--- config.mk ---
export PLATFORM = sky130hd
export DESIGN_NAME = ext_mem_loader
export DESIGN_NICKNAME = d
export VERILOG_FILES = /design/src/rtl/ext_loader_pkg.sv /design/src/rtl/loader_down_counter.sv /design/src/rtl/ext_mem_loader.sv
export SDC_FILE = /design/constraint.sdc
export NUM_CORES = 1
export LEC_CHECK = 0
export BUFFER_PORTS_ARGS = -buffer_cell sky130_fd_sc_hd__buf_2
export CAP_MARGIN = 25
export CORE_MARGIN = 2
export CORE_UTILIZATION = 35
export DETAILED_ROUTE_END_ITERATION = 12
export GPL_ROUTABILITY_DRIVEN = 1
export PLACE_DENSITY_LB_ADDON = 0.08
export SLEW_MARGIN = 20
export SYNTH_ARGS = -nofsm -noshare
export SYNTH_HDL_FRONTEND = slang
export SYNTH_HIERARCHICAL = 1
export SYNTH_SLANG_ARGS = --single-unit
export TNS_END_PERCENT = 5
--- constraint.sdc ---
create_clock -name clk -period 4.95 [get_ports clk]
set_input_delay 0.99 -clock clk [delete_from_list [all_inputs] [get_ports clk]]
set_output_delay 0.99 -clock clk [all_outputs]
set_load 0.01 [all_outputs]
--- src/rtl/ext_loader_pkg.sv ---
// Shared op codes, FSM states and bus widths for the external memory loader.
package ext_loader_pkg;

  localparam int unsigned ADDR_W   = 64;
  localparam int unsigned DATA_W   = 64;
  localparam int unsigned IMEM_W   = 32;

  localparam logic [1:0] OP_WR_IMEM = 2'b00;
  localparam logic [1:0] OP_WR_DMEM = 2'b01;
  localparam logic [1:0] OP_RD_DMEM = 2'b10;
  localparam logic [1:0] OP_RUN     = 2'b11;

  typedef enum logic [2:0] {
    ST_IDLE,
    ST_WRITE,
    ST_RD_WAIT,
    ST_RUN,
    ST_RESP
  } state_e;

endpackage

--- src/rtl/loader_down_counter.sv ---
// Loadable down counter with a zero flag; holds at zero instead of wrapping.
module loader_down_counter #(
  parameter int unsigned CNT_W = 32
) (
  input  logic             clk,
  input  logic             arst_n,
  input  logic             load,
  input  logic [CNT_W-1:0] load_val,
  input  logic             dec,
  output logic             zero_c
);

  logic [CNT_W-1:0] cnt_q;

  always_ff @(posedge clk or negedge arst_n) begin
    if (!arst_n) begin
      cnt_q <= '0;
    end else if (load) begin
      cnt_q <= load_val;
    end else if (dec && !zero_c) begin
      cnt_q <= cnt_q - CNT_W'(1);
    end
  end

  assign zero_c = (cnt_q == '0);

endmodule

--- src/rtl/ext_mem_loader.sv ---
// Host command sequencer driving the CPU external memory ports and run enable.
module ext_mem_loader
  import ext_loader_pkg::*;
#(
  parameter int unsigned RD_LAT = 1,
  parameter int unsigned CNT_W  = 32
) (
  input  logic              clk,
  input  logic              arst_n,
  input  logic              cmd_valid,
  output logic              cmd_ready,
  input  logic [1:0]        cmd_op,
  input  logic [ADDR_W-1:0] cmd_addr,
  input  logic [DATA_W-1:0] cmd_wdata,
  output logic              rsp_valid,
  input  logic              rsp_ready,
  output logic [DATA_W-1:0] rsp_data,
  output logic              busy,
  output logic              enable,
  output logic [ADDR_W-1:0] addr_ext,
  output logic              wen_ext,
  output logic              ren_ext,
  output logic [IMEM_W-1:0] wdata_ext,
  input  logic [IMEM_W-1:0] rdata_ext,
  output logic [ADDR_W-1:0] addr_ext_2,
  output logic              wen_ext_2,
  output logic              ren_ext_2,
  output logic [DATA_W-1:0] wdata_ext_2,
  input  logic [DATA_W-1:0] rdata_ext_2
);

  state_e state_q, state_d;

  logic              cmd_ready_d, busy_d, enable_d, rsp_valid_d;
  logic              wen_ext_d, wen_ext_2_d, ren_ext_2_d;
  logic [ADDR_W-1:0] addr_ext_d, addr_ext_2_d;
  logic [IMEM_W-1:0] wdata_ext_d;
  logic [DATA_W-1:0] wdata_ext_2_d, rsp_data_d;
  logic [CNT_W-1:0]  run_n_q, run_n_d, run_val_c, req_n_c;
  logic              run_load_c, run_dec_c, run_zero_c;
  logic              lat_load_c, lat_dec_c, lat_zero_c;
  logic              cmd_fire_c;

  // Instruction-memory reads are reserved for a future RD_IMEM op.
  logic unused_rdata_ext;
  assign unused_rdata_ext = ^rdata_ext;
  assign ren_ext          = 1'b0;

  assign cmd_fire_c = cmd_valid && cmd_ready;
  assign req_n_c    = cmd_wdata[CNT_W-1:0];
  // Loaded with N-1 so the zero flag marks the last enabled cycle.
  assign run_val_c  = req_n_c - CNT_W'(1);

  loader_down_counter #(.CNT_W(CNT_W)) u_run_cnt (
    .clk      (clk),
    .arst_n   (arst_n),
    .load     (run_load_c),
    .load_val (run_val_c),
    .dec      (run_dec_c),
    .zero_c   (run_zero_c)
  );

  loader_down_counter #(.CNT_W(CNT_W)) u_lat_cnt (
    .clk      (clk),
    .arst_n   (arst_n),
    .load     (lat_load_c),
    .load_val (CNT_W'(RD_LAT)),
    .dec      (lat_dec_c),
    .zero_c   (lat_zero_c)
  );

  always_ff @(posedge clk or negedge arst_n) begin
    if (!arst_n) state_q <= ST_IDLE;
    else         state_q <= state_d;
  end

  // Next state plus next value of every registered output.
  always_comb begin
    state_d       = state_q;
    enable_d      = 1'b0;
    rsp_valid_d   = 1'b0;
    wen_ext_d     = 1'b0;
    wen_ext_2_d   = 1'b0;
    ren_ext_2_d   = 1'b0;
    addr_ext_d    = addr_ext;
    wdata_ext_d   = wdata_ext;
    addr_ext_2_d  = addr_ext_2;
    wdata_ext_2_d = wdata_ext_2;
    rsp_data_d    = rsp_data;
    run_n_d       = run_n_q;
    run_load_c    = 1'b0;
    run_dec_c     = 1'b0;
    lat_load_c    = 1'b0;
    lat_dec_c     = 1'b0;

    case (state_q)
      ST_IDLE: begin
        if (cmd_fire_c) begin
          case (cmd_op)
            OP_WR_IMEM: begin
              addr_ext_d  = cmd_addr;
              wdata_ext_d = cmd_wdata[IMEM_W-1:0];
              wen_ext_d   = 1'b1;
              state_d     = ST_WRITE;
            end
            OP_WR_DMEM: begin
              addr_ext_2_d  = cmd_addr;
              wdata_ext_2_d = cmd_wdata;
              wen_ext_2_d   = 1'b1;
              state_d       = ST_WRITE;
            end
            OP_RD_DMEM: begin
              addr_ext_2_d = cmd_addr;
              ren_ext_2_d  = 1'b1;
              lat_load_c   = 1'b1;
              state_d      = ST_RD_WAIT;
            end
            default: begin
              run_n_d = req_n_c;
              if (req_n_c == '0) begin
                rsp_data_d  = '0;
                rsp_valid_d = 1'b1;
                state_d     = ST_RESP;
              end else begin
                run_load_c = 1'b1;
                enable_d   = 1'b1;
                state_d    = ST_RUN;
              end
            end
          endcase
        end
      end
      ST_WRITE: state_d = ST_IDLE;
      ST_RD_WAIT: begin
        if (lat_zero_c) begin
          rsp_data_d  = rdata_ext_2;
          rsp_valid_d = 1'b1;
          state_d     = ST_RESP;
        end else begin
          lat_dec_c = 1'b1;
        end
      end
      ST_RUN: begin
        if (run_zero_c) begin
          rsp_data_d  = DATA_W'(run_n_q);
          rsp_valid_d = 1'b1;
          state_d     = ST_RESP;
        end else begin
          run_dec_c = 1'b1;
          enable_d  = 1'b1;
        end
      end
      ST_RESP: begin
        if (rsp_ready) state_d = ST_IDLE;
        else           rsp_valid_d = 1'b1;
      end
      default: state_d = ST_IDLE;
    endcase

    cmd_ready_d = (state_d == ST_IDLE);
    busy_d      = !cmd_ready_d;
  end

  always_ff @(posedge clk or negedge arst_n) begin
    if (!arst_n) begin
      cmd_ready   <= 1'b1;
      busy        <= 1'b0;
      enable      <= 1'b0;
      rsp_valid   <= 1'b0;
      rsp_data    <= '0;
      wen_ext     <= 1'b0;
      wen_ext_2   <= 1'b0;
      ren_ext_2   <= 1'b0;
      addr_ext    <= '0;
      wdata_ext   <= '0;
      addr_ext_2  <= '0;
      wdata_ext_2 <= '0;
      run_n_q     <= '0;
    end else begin
      cmd_ready   <= cmd_ready_d;
      busy        <= busy_d;
      enable      <= enable_d;
      rsp_valid   <= rsp_valid_d;
      rsp_data    <= rsp_data_d;
      wen_ext     <= wen_ext_d;
      wen_ext_2   <= wen_ext_2_d;
      ren_ext_2   <= ren_ext_2_d;
      addr_ext    <= addr_ext_d;
      wdata_ext   <= wdata_ext_d;
      addr_ext_2  <= addr_ext_2_d;
      wdata_ext_2 <= wdata_ext_2_d;
      run_n_q     <= run_n_d;
    end
  end

endmodule
# Word-level counts from Yosys, hierarchy flattened
# Cells that the tools add are included.
# Widths: inputs -> output; s select.
[classes] addsub=3 n_eq_ne=10 n_mux=42 bitwise_logic=1 reduce_logical=23
[op_table] op="$mux 64" count=5
[op_table] op="$pmux 64 s3" count=1
[op_table] op="$mux 32" count=4
[op_table] op="$logic_not 32->1" count=3
[op_table] op="$sub 32x1->32 const B" count=3
[op_table] op="$mux 1" count=23
[op_table] op="$mux 3" count=5
[op_table] op="$pmux 3 s4" count=1
[op_table] op="$reduce_and 3->1" count=4
[op_table] op="$eq 3x2->1 const B" count=2
[op_table] op="$logic_not 3->1" count=2
[op_table] op="$ne 2x2->1 const B" count=3
[op_table] op="$pmux 3 s2" count=1
[op_table] op="$reduce_and 6->1" count=1
[op_table] op="$ne 2x1->1 const B" count=2
[op_table] op="$pmux 1 s4" count=1
[op_table] op="$reduce_bool 2->1" count=2
[op_table] op="$reduce_or 2->1" count=2
[op_table] op="$eq 3x3->1 const B" count=1
[op_table] op="$logic_and 1x1->1" count=3
[op_table] op="$logic_not 1->1" count=3
[op_table] op="$reduce_bool 3->1" count=1
[op_table] op="$reduce_or 3->1" count=1
[op_table] op="$eq 2x1->1 const B" count=1
[op_table] op="other kinds (4)" count=4
[word_totals] regBits=394 out_inout_bits=296

# Logic depth before layout (Yosys ltp)
# Gate-level depths: netlist (run 1).
[depth] word_depth=7 mapped_depth=14 depth_no_buf=13

# Modules after synthesis
# Netlist (run 1), hierarchy kept.
[by_module_without_submodules] module="ext_mem_loader" instances=1 cells_per_inst=1011 area_per_inst_um2=13929.6
[by_module_without_submodules] module="loader_down_counter (u_run_cnt)" instances=1 cells_per_inst=245 area_per_inst_um2=2092.0
[by_module_without_submodules] module="loader_down_counter (u_lat_cnt)" instances=1 cells_per_inst=243 area_per_inst_um2=2080.7

# Worst setup path before layout (run 1)
# OpenSTA, ideal clock, no wires.
[synth_timing] path_type="flip-flop to flip-flop" from="reg u_run_cnt.cnt_q[0]" to="reg u_run_cnt.cnt_q[29]" setup_ns=0.082 t_arrival_ns=3.201 path_slack_ns=1.667 path_stages_with_launch=15 path_buffers=1 period_less_slack_ns=3.283 cell_sequence="dfrtp_1 -> inv_1 -> ha_1 -> nor2b_1 -> and4_1 -> buf_2 -> nand3_1 -> inv_1 -> nand3b_1 -> inv_1 -> nor4b_1 -> nand4_1 -> or2_2 -> or4_1 -> a31oi_1"
[synth_between] elab_chain_len=5 word_cells_on_any_way=9 cone_classes="add/sub (1); mux (4); reduce/logical (4)"
[synth_rtl] element="from (decl)" line_no="loader_down_counter.sv:13" text="logic [CNT_W-1:0] cnt_q;"
[synth_rtl] element="from (signal assigned)" line_no="loader_down_counter.sv:19" text="cnt_q <= load_val;"
[synth_rtl] element="from (signal assigned)" line_no="loader_down_counter.sv:21" text="cnt_q <= cnt_q - CNT_W'(1);"
[synth_rtl] element="$logic_not 32->1" line_no="loader_down_counter.sv:25" text="assign zero_c = (cnt_q == '0);"
[synth_rtl] element="via run_zero_c" line_no="ext_mem_loader.sv:40" text="logic run_load_c, run_dec_c, run_zero_c;"
[synth_rtl] element="$mux 1" line_no="ext_mem_loader.sv:144" text="if (run_zero_c) begin"
[synth_rtl] element="$mux 1" line_no="ext_mem_loader.sv:96" text="case (state_q)"
[synth_rtl] element="via run_dec_c" line_no="ext_mem_loader.sv:40"
[synth_rtl] element="$logic_and 1x1->1" line_no="loader_down_counter.sv:20" text="end else if (dec && !zero_c) begin"
[synth_rtl] element="$reduce_bool 2->1 (no line)"
# The timed path passes the listed nets, and every way through them passes these cells. The select of a mux whose other input is x is not followed.
# A chain may end at the register's enable or synchronous reset.

# Worst setup path after layout (run 1)
[layout_timing] from="reg u_run_cnt.cnt_q[0]" to="reg u_run_cnt.cnt_q[19]"
# Same word-level chain as after synthesis.

==> flow_summary.json, run 1 <==
{
  "status": "complete, no violations",
  "insertion_delay_ps": 580,
  "critical_path_required_ps": 5410,
  "finalMaxSlewViolations": 0,
  "fmax_mhz": 245,
  "synth_seq_cells": 394,
  "h-tree-depth": 2,
  "dpl.hpwl_um": 42000,
  "skew_ps": 19.3,
  "r2r_cells": 13,
  "cap_violations": 0,
  "synth_top_area_cell": "dfrtp_1",
  "worst_setup_path_start_kind": "flip-flop",
  "multiInputGateArea_um2": 7810,
  "postCtsHoldBufs": 0,
  "grt_max_degree": 122,
  "synth_edf_count": 0,
  "rsz0062_at_grt": "false",
  "synth_top_area_frac": 0.543,
  "relSlewSlack": 0.329,
  "syn_area_per_cell_um2": 12.1,
  "drt_iter0_markers": 692,
  "syn_inst": 1499,
  "yosys.cell_types.count": 79,
  "ys_top_cells_by_area": "dfrtp_1 (54%), mux2_2 (18%), nand2_1 (3.3%)",
  "final.setup.worst_slack_ps": 862,
  "power_leakage_uw": 0.0104,
  "portBuffers": 492,
  "hold_viol": 0,
  "cts-buffers-inserted": 46,
  "antenna_found_initial": 15,
  "tightestPinTransition_ps": 1010,
  "grt_usage": 0.216,
  "area_growth_syn_to_layout_pct": 26.1,
  "final_area_um2": 22800,
  "hold_ws_ps": 355,
  "holdCritPathClass": "primary input to async pin",
  "period_share": 0.826,
  "period_minus_slack_ps": 4090,
  "drive_gt1_frac": 0.477,
  "finalNetCount": 2241,
  "drc": 0,
  "arrival_ps": 4540,
  "postPlaceCellArea_um2": 21300,
  "synth_ff_type": "dfrtp_1",
  "yosysWarnings": 6,
  "async_flop_share": 1.00,
  "vias_per_cell": 5.09,
  "setup_viol": 0,
  "wl_per_cell_um": 21.4,
  "start_util": 0.354,
  "cts_root_buffer": "clkbuf_16",
  "peakVddDrop_v": 0.000351,
  "cts_tree": "yes",
  "place_worst_setup_slack_ps": 850,
  "coreArea_um2": 51200,
  "ios": 526,
  "yosys-top-cells-count": "dfrtp_1 (393), mux2_2 (289), nand2_1 (161)",
  "vias": 13900,
  "gr-total-overflow": 0,
  "synth_most_common_cell": "dfrtp_1",
  "die_area_um2": 53600,
  "fp.dieW_um": 231,
  "die_h_um": 231,
  "clock_sinks": 394,
  "cp_max_fo": 10,
  "gp_congestion": 0.825,
  "powerDensity_nw_per_um2": 569,
  "cts_resized": 0,
  "crit_type": "flip-flop to flip-flop",
  "wl_um": 58300,
  "fillers": 4885,
  "ctsLongestPathBuffers": 3,
  "grt_pass1_vias": 14200,
  "ys_seq_area_frac": 0.545,
  "post-cts-setup-buffer-count": 0,
  "ant_nets": 0,
  "setup_tns_ps": 0,
  "clk_pin_slew_ps": 60,
  "rows": 83,
  "grt_pass1_wl_um": 88400,
  "seq_area_um2": 9860,
  "finalPower_uw": 13000,
  "end_kind": "flip-flop",
  "syn_area_um2": 18100,
  "dr.pass1.iters": 5
}
[worst max-delay path, stage by stage (launching register included)]
cell	delay [ps]
dfrtp_1	370
inv_1	90
ha_1	230
nor2b_1	210
and4_1	320
nand3_1	180
inv_1	130
nand3b_1	290
inv_1	350
nor4b_1	480
nand4_1	330
a41oi_1	660
a311o_1	260
nand3_1	70
[cell families after synthesis]
family | after synthesis | share of synthesized area
adders and majority gates | 7 | 0.00484
other | 2 | 0.000415
buffers and inverters | 120 | 0.0323
and+or+nand+nor | 452 | 0.135
AOI/OAI and AO/OA | 193 | 0.0822
xor gates and xnor gates | 39 | 0.0189
DFF | 394 | 0.545
muxes | 292 | 0.181
[registers in the layout, indices dropped and copies added (netlist names), 3 cells and up]
name / count
addr_ext: 64
addr_ext_2: 64
rsp_data: 64
run_n_q: 32
state_q: 3
u_lat_cnt/cnt_q: 32
u_run_cnt/cnt_q: 32
wdata_ext: 32
wdata_ext_2: 64
[cells in the final DEF, fill, tap and decap left out, types with 14 or more instances in the layout]
cell type,Yosys,final
a31oi_1,26,26
buf_2,21,491
buf_4,5,16
clkbuf_16,0,47
conb_1,2,33
dfrtp_1,393,392
inv_1,29,28
mux2_2,289,289
nand2_1,161,157
nand3_1,67,67
nand4_1,14,14
nor2_1,59,57
nor3_1,25,25
nor4_1,22,21
o21ai_0,58,58
o22ai_2,32,32
or3_1,14,14
or4_1,21,21
xor2_1,26,26
[final timing paths]
check / from / to / slack, ps
worst min-delay path: arst_n / wdata_ext_2[16] / 350
worst min register to register: wdata_ext_2[30] / wdata_ext_2[30] / 500
worst max register to register: u_run_cnt/cnt_q[0] / u_run_cnt/cnt_q[19] / 860
min in group clk: wdata_ext_2[30] / wdata_ext_2[30] / 500
worst max-delay path: u_run_cnt/cnt_q[0] / u_run_cnt/cnt_q[19] / 860
max in group asynchronous: arst_n / state_q[0] / 3320
[stage by stage]
step | cells | util
finish | 2720 | 0.446
global route | 2720 | 0.446
CTS | 2715 | 0.445
detailed placement | 2635 | 0.417
global placement | 2634 | 0.416
floorplan | 1530 | -
[where the power goes]
| group | total [µW] | internal (µW) | leakage (µW) | switching (µW) |
|---|---|---|---|---|
| clock network | 3310 | 1940 | 0.000721 | 1380 |
| registers | 5450 | 4540 | 0.00454 | 910 |
| logic | 4220 | 2040 | 0.00514 | 2180 |
[layer usage]
metal | vias to the layer above | track usage | wire length, µm
li1 | 6398 | - | -
met4 | 20 | 0.0738 | 1710
met5 | - | 0 | 113
met2 | 423 | 0.350 | 27900
met1 | 6905 | 0.268 | 23800
met3 | 108 | 0.0748 | 4750
[final cells by class]
| type | count | share of cell area |
|---|---|---|
| flip-flops and latches | 394 | 0.432 |
| multi-input cells | 1016 | 0.342 |
| repair buffers | 515 | 0.120 |
| clock buffers | 64 | 0.0569 |
| well taps | 680 | 0.0373 |
| clock inverters | 16 | 0.00663 |
| inverters | 31 | 0.00510 |
| diodes | 4 | 0.000438 |
Power figures use the tool's default switching activity.
==> run 2: changes to the inputs <==
==> constraint.sdc (replaced) <==
create_clock -name clk -period 3.8 [get_ports clk]
set_input_delay 0.76 -clock clk [delete_from_list [all_inputs] [get_ports clk]]
set_output_delay 0.76 -clock clk [all_outputs]
set_load 0.01 [all_outputs]
==> run 2 against run 1 <==
  * Clock power grew 41%
  * Fmax grew 21%
  * Non-clock buffer count grew 15
  * Routed wire length grew 1.8%
  * Via count grew 1.2%
  * Design area grew 1.2%
  * Flip-flop and latch count is the same
  * Critical endpoint is now u_run_cnt/cnt_q[29]
  * Largest cell class unchanged
  * Largest power group unchanged
  * Highest routed layer unchanged
==> flow_summary.json, run 2 (synthesized netlist as in run 1, its figures left out) <==
{
  "status": "complete, no violations",
  "h-tree-depth": 2,
  "postCtsHoldBufs": 0,
  "grt_pass1_wl_um": 90400,
  "setup_tns_ps": 0,
  "clk_pin_slew_ps": 60,
  "cts_resized": 0,
  "final_cell_mix": "buf_2 (491), dfrtp_1 (392), mux2_2 (289), nand2_1 (157), nand3_1 (67)",
  "cts_tree": "yes",
  "grt_usage": 0.221,
  "antenna_found_initial": 15,
  "r2r-start": "u_run_cnt/cnt_q[0]",
  "grt_max_degree": 99,
  "fillers": 4835,
  "tightestPinTransition_ps": 968,
  "clockPowerShare": 0.269,
  "startpoint": "u_run_cnt/cnt_q[0]",
  "power_leakage_uw": 0.0106,
  "wl_per_cell_um": 21.7,
  "finalNetCount": 2257,
  "power_switching_share": 0.341,
  "finalPower_uw": 17300,
  "power.internal_uw": 11400,
  "setup_viol": 0,
  "die_area_um2": 53600,
  "fp.dieW_um": 231,
  "start_util": 0.354,
  "drt_iter0_markers": 820,
  "period_share": 0.890,
  "worst_setup_path_start_kind": "flip-flop",
  "dpl.hpwl_um": 42300,
  "gr-total-overflow": 0,
  "stdcell_count": 2740,
  "finalMaxSlewViolations": 0,
  "vias_per_cell": 5.12,
  "final.setup.worst_slack_ps": 416,
  "holdCritPathClass": "primary input to async pin",
  "coreArea_um2": 51200,
  "grt_pass1_vias": 14300,
  "ant_nets": 0,
  "gp_congestion": 0.846,
  "p_switching_uw": 5890,
  "vias": 14000,
  "drive_gt1_frac": 0.485,
  "cp_max_fo": 5,
  "powerDensity_nw_per_um2": 749,
  "drc": 0,
  "portBuffers": 492,
  "arrival_ps": 3870,
  "rows": 83,
  "end_kind": "flip-flop",
  "place_inst": 2651,
  "die_h_um": 231,
  "relSlewSlack": 0.355,
  "area_growth_syn_to_layout_pct": 27.6,
  "place_worst_setup_slack_ps": 476,
  "cap_violations": 0,
  "insertion_delay_ps": 580,
  "crit_type": "flip-flop to flip-flop",
  "period_minus_slack_ps": 3380,
  "wl_um": 59300,
  "hold_viol": 0,
  "peakVddDrop_v": 0.000439,
  "comb_power_share": 0.324,
  "skew_ps": 18.7,
  "cts-buffers-inserted": 47,
  "rsz0062_at_grt": "false",
  "clock_sinks": 394,
  "ctsLongestPathBuffers": 3,
  "critical_path_required_ps": 4290,
  "power_frac_seq": 0.407,
  "cts_root_buffer": "clkbuf_16",
  "ios": 526,
  "dr.pass1.iters": 5,
  "final_common_cell": "buf_2",
  "post-cts-setup-buffer-count": 0,
  "fmax_mhz": 296
}
-- run 2: cell count changes in the layout (fill, tap and decap cells not counted), moves of 2 or more --
cell        before  now
buf_12           7    9
clkinvlp_4       1    3
bufinv_16        2    4
clkinv_2        11   13
buf_4           16   29
diode_2          4    2
clkbuf_1        11    6
clkbuf_8         6   10
-- run 2: final cells by class --
type | count | area, µm² | area share
well taps | 680 | 851 | 0.0368
inverters | 31 | 116 | 0.00504
clock inverters | 23 | 241 | 0.0105
clock buffers | 64 | 1360 | 0.0589
multi-input cells | 1016 | 7800 | 0.338
flip-flops and latches | 394 | 9860 | 0.427
diodes | 2 | 5.00 | 0.000217
repair buffers | 530 | 2870 | 0.124
-- run 2: stage by stage --
stage          hold WS [ps]   util  instance area (µm²)
5_1_grt                 197  0.451                23100
2_1_floorplan           464      -                18200
4_1_cts                 177  0.451                23100
3_5_place_dp            487  0.420                21500
6_report                176  0.451                23100
3_3_place_gp            482  0.420                21500
-- run 2: power groups by stage --
stage	sequential [µW]	clock (µW)	combinational, µW
5_1_grt	7280	4960	6130
4_1_cts	7050	4790	5690
3_5_place_dp	7070	0	5680
2_1_floorplan	7450	0	2730
3_3_place_gp	7020	0	5640
6_report	7050	4660	5600
-- run 2: routing by layer --
layer	part of all wire	vias to the layer above	routed length [µm]	global-route usage
met4	0.017	22	1020	0.0506
met3	0.079	86	4660	0.0780
met1	0.42	7075	24900	0.277
met2	0.48	381	28600	0.364
met5	0.0024	-	142	0
li1	-	6461	-	-
-- run 2: final timing paths --
path | endpoint | slack, ps | cells past startpoint
worst max-delay path | u_run_cnt/cnt_q[29] | 420 | 13
worst min-delay path | wdata_ext_2[3] | 180 | 1
worst max register to register | u_run_cnt/cnt_q[29] | 420 | 13
worst min register to register | wdata_ext_2[42] | 500 | 1
max in group asynchronous | addr_ext[44] | 2680 | 2
min in group clk | wdata_ext_2[51] | 410 | 2
-- run 2: critical path, stage by stage, from the launching register on --
cell and delay (ps):
dfrtp_1 360, inv_1 80, ha_1 230, nor2b_1 210
and4_1 210, nand3_1 130, inv_1 80, nand3b_1 220
inv_1 130, nor4b_1 340, nand4_1 310, or2_2 420
or4_1 400, a31oi_1 170
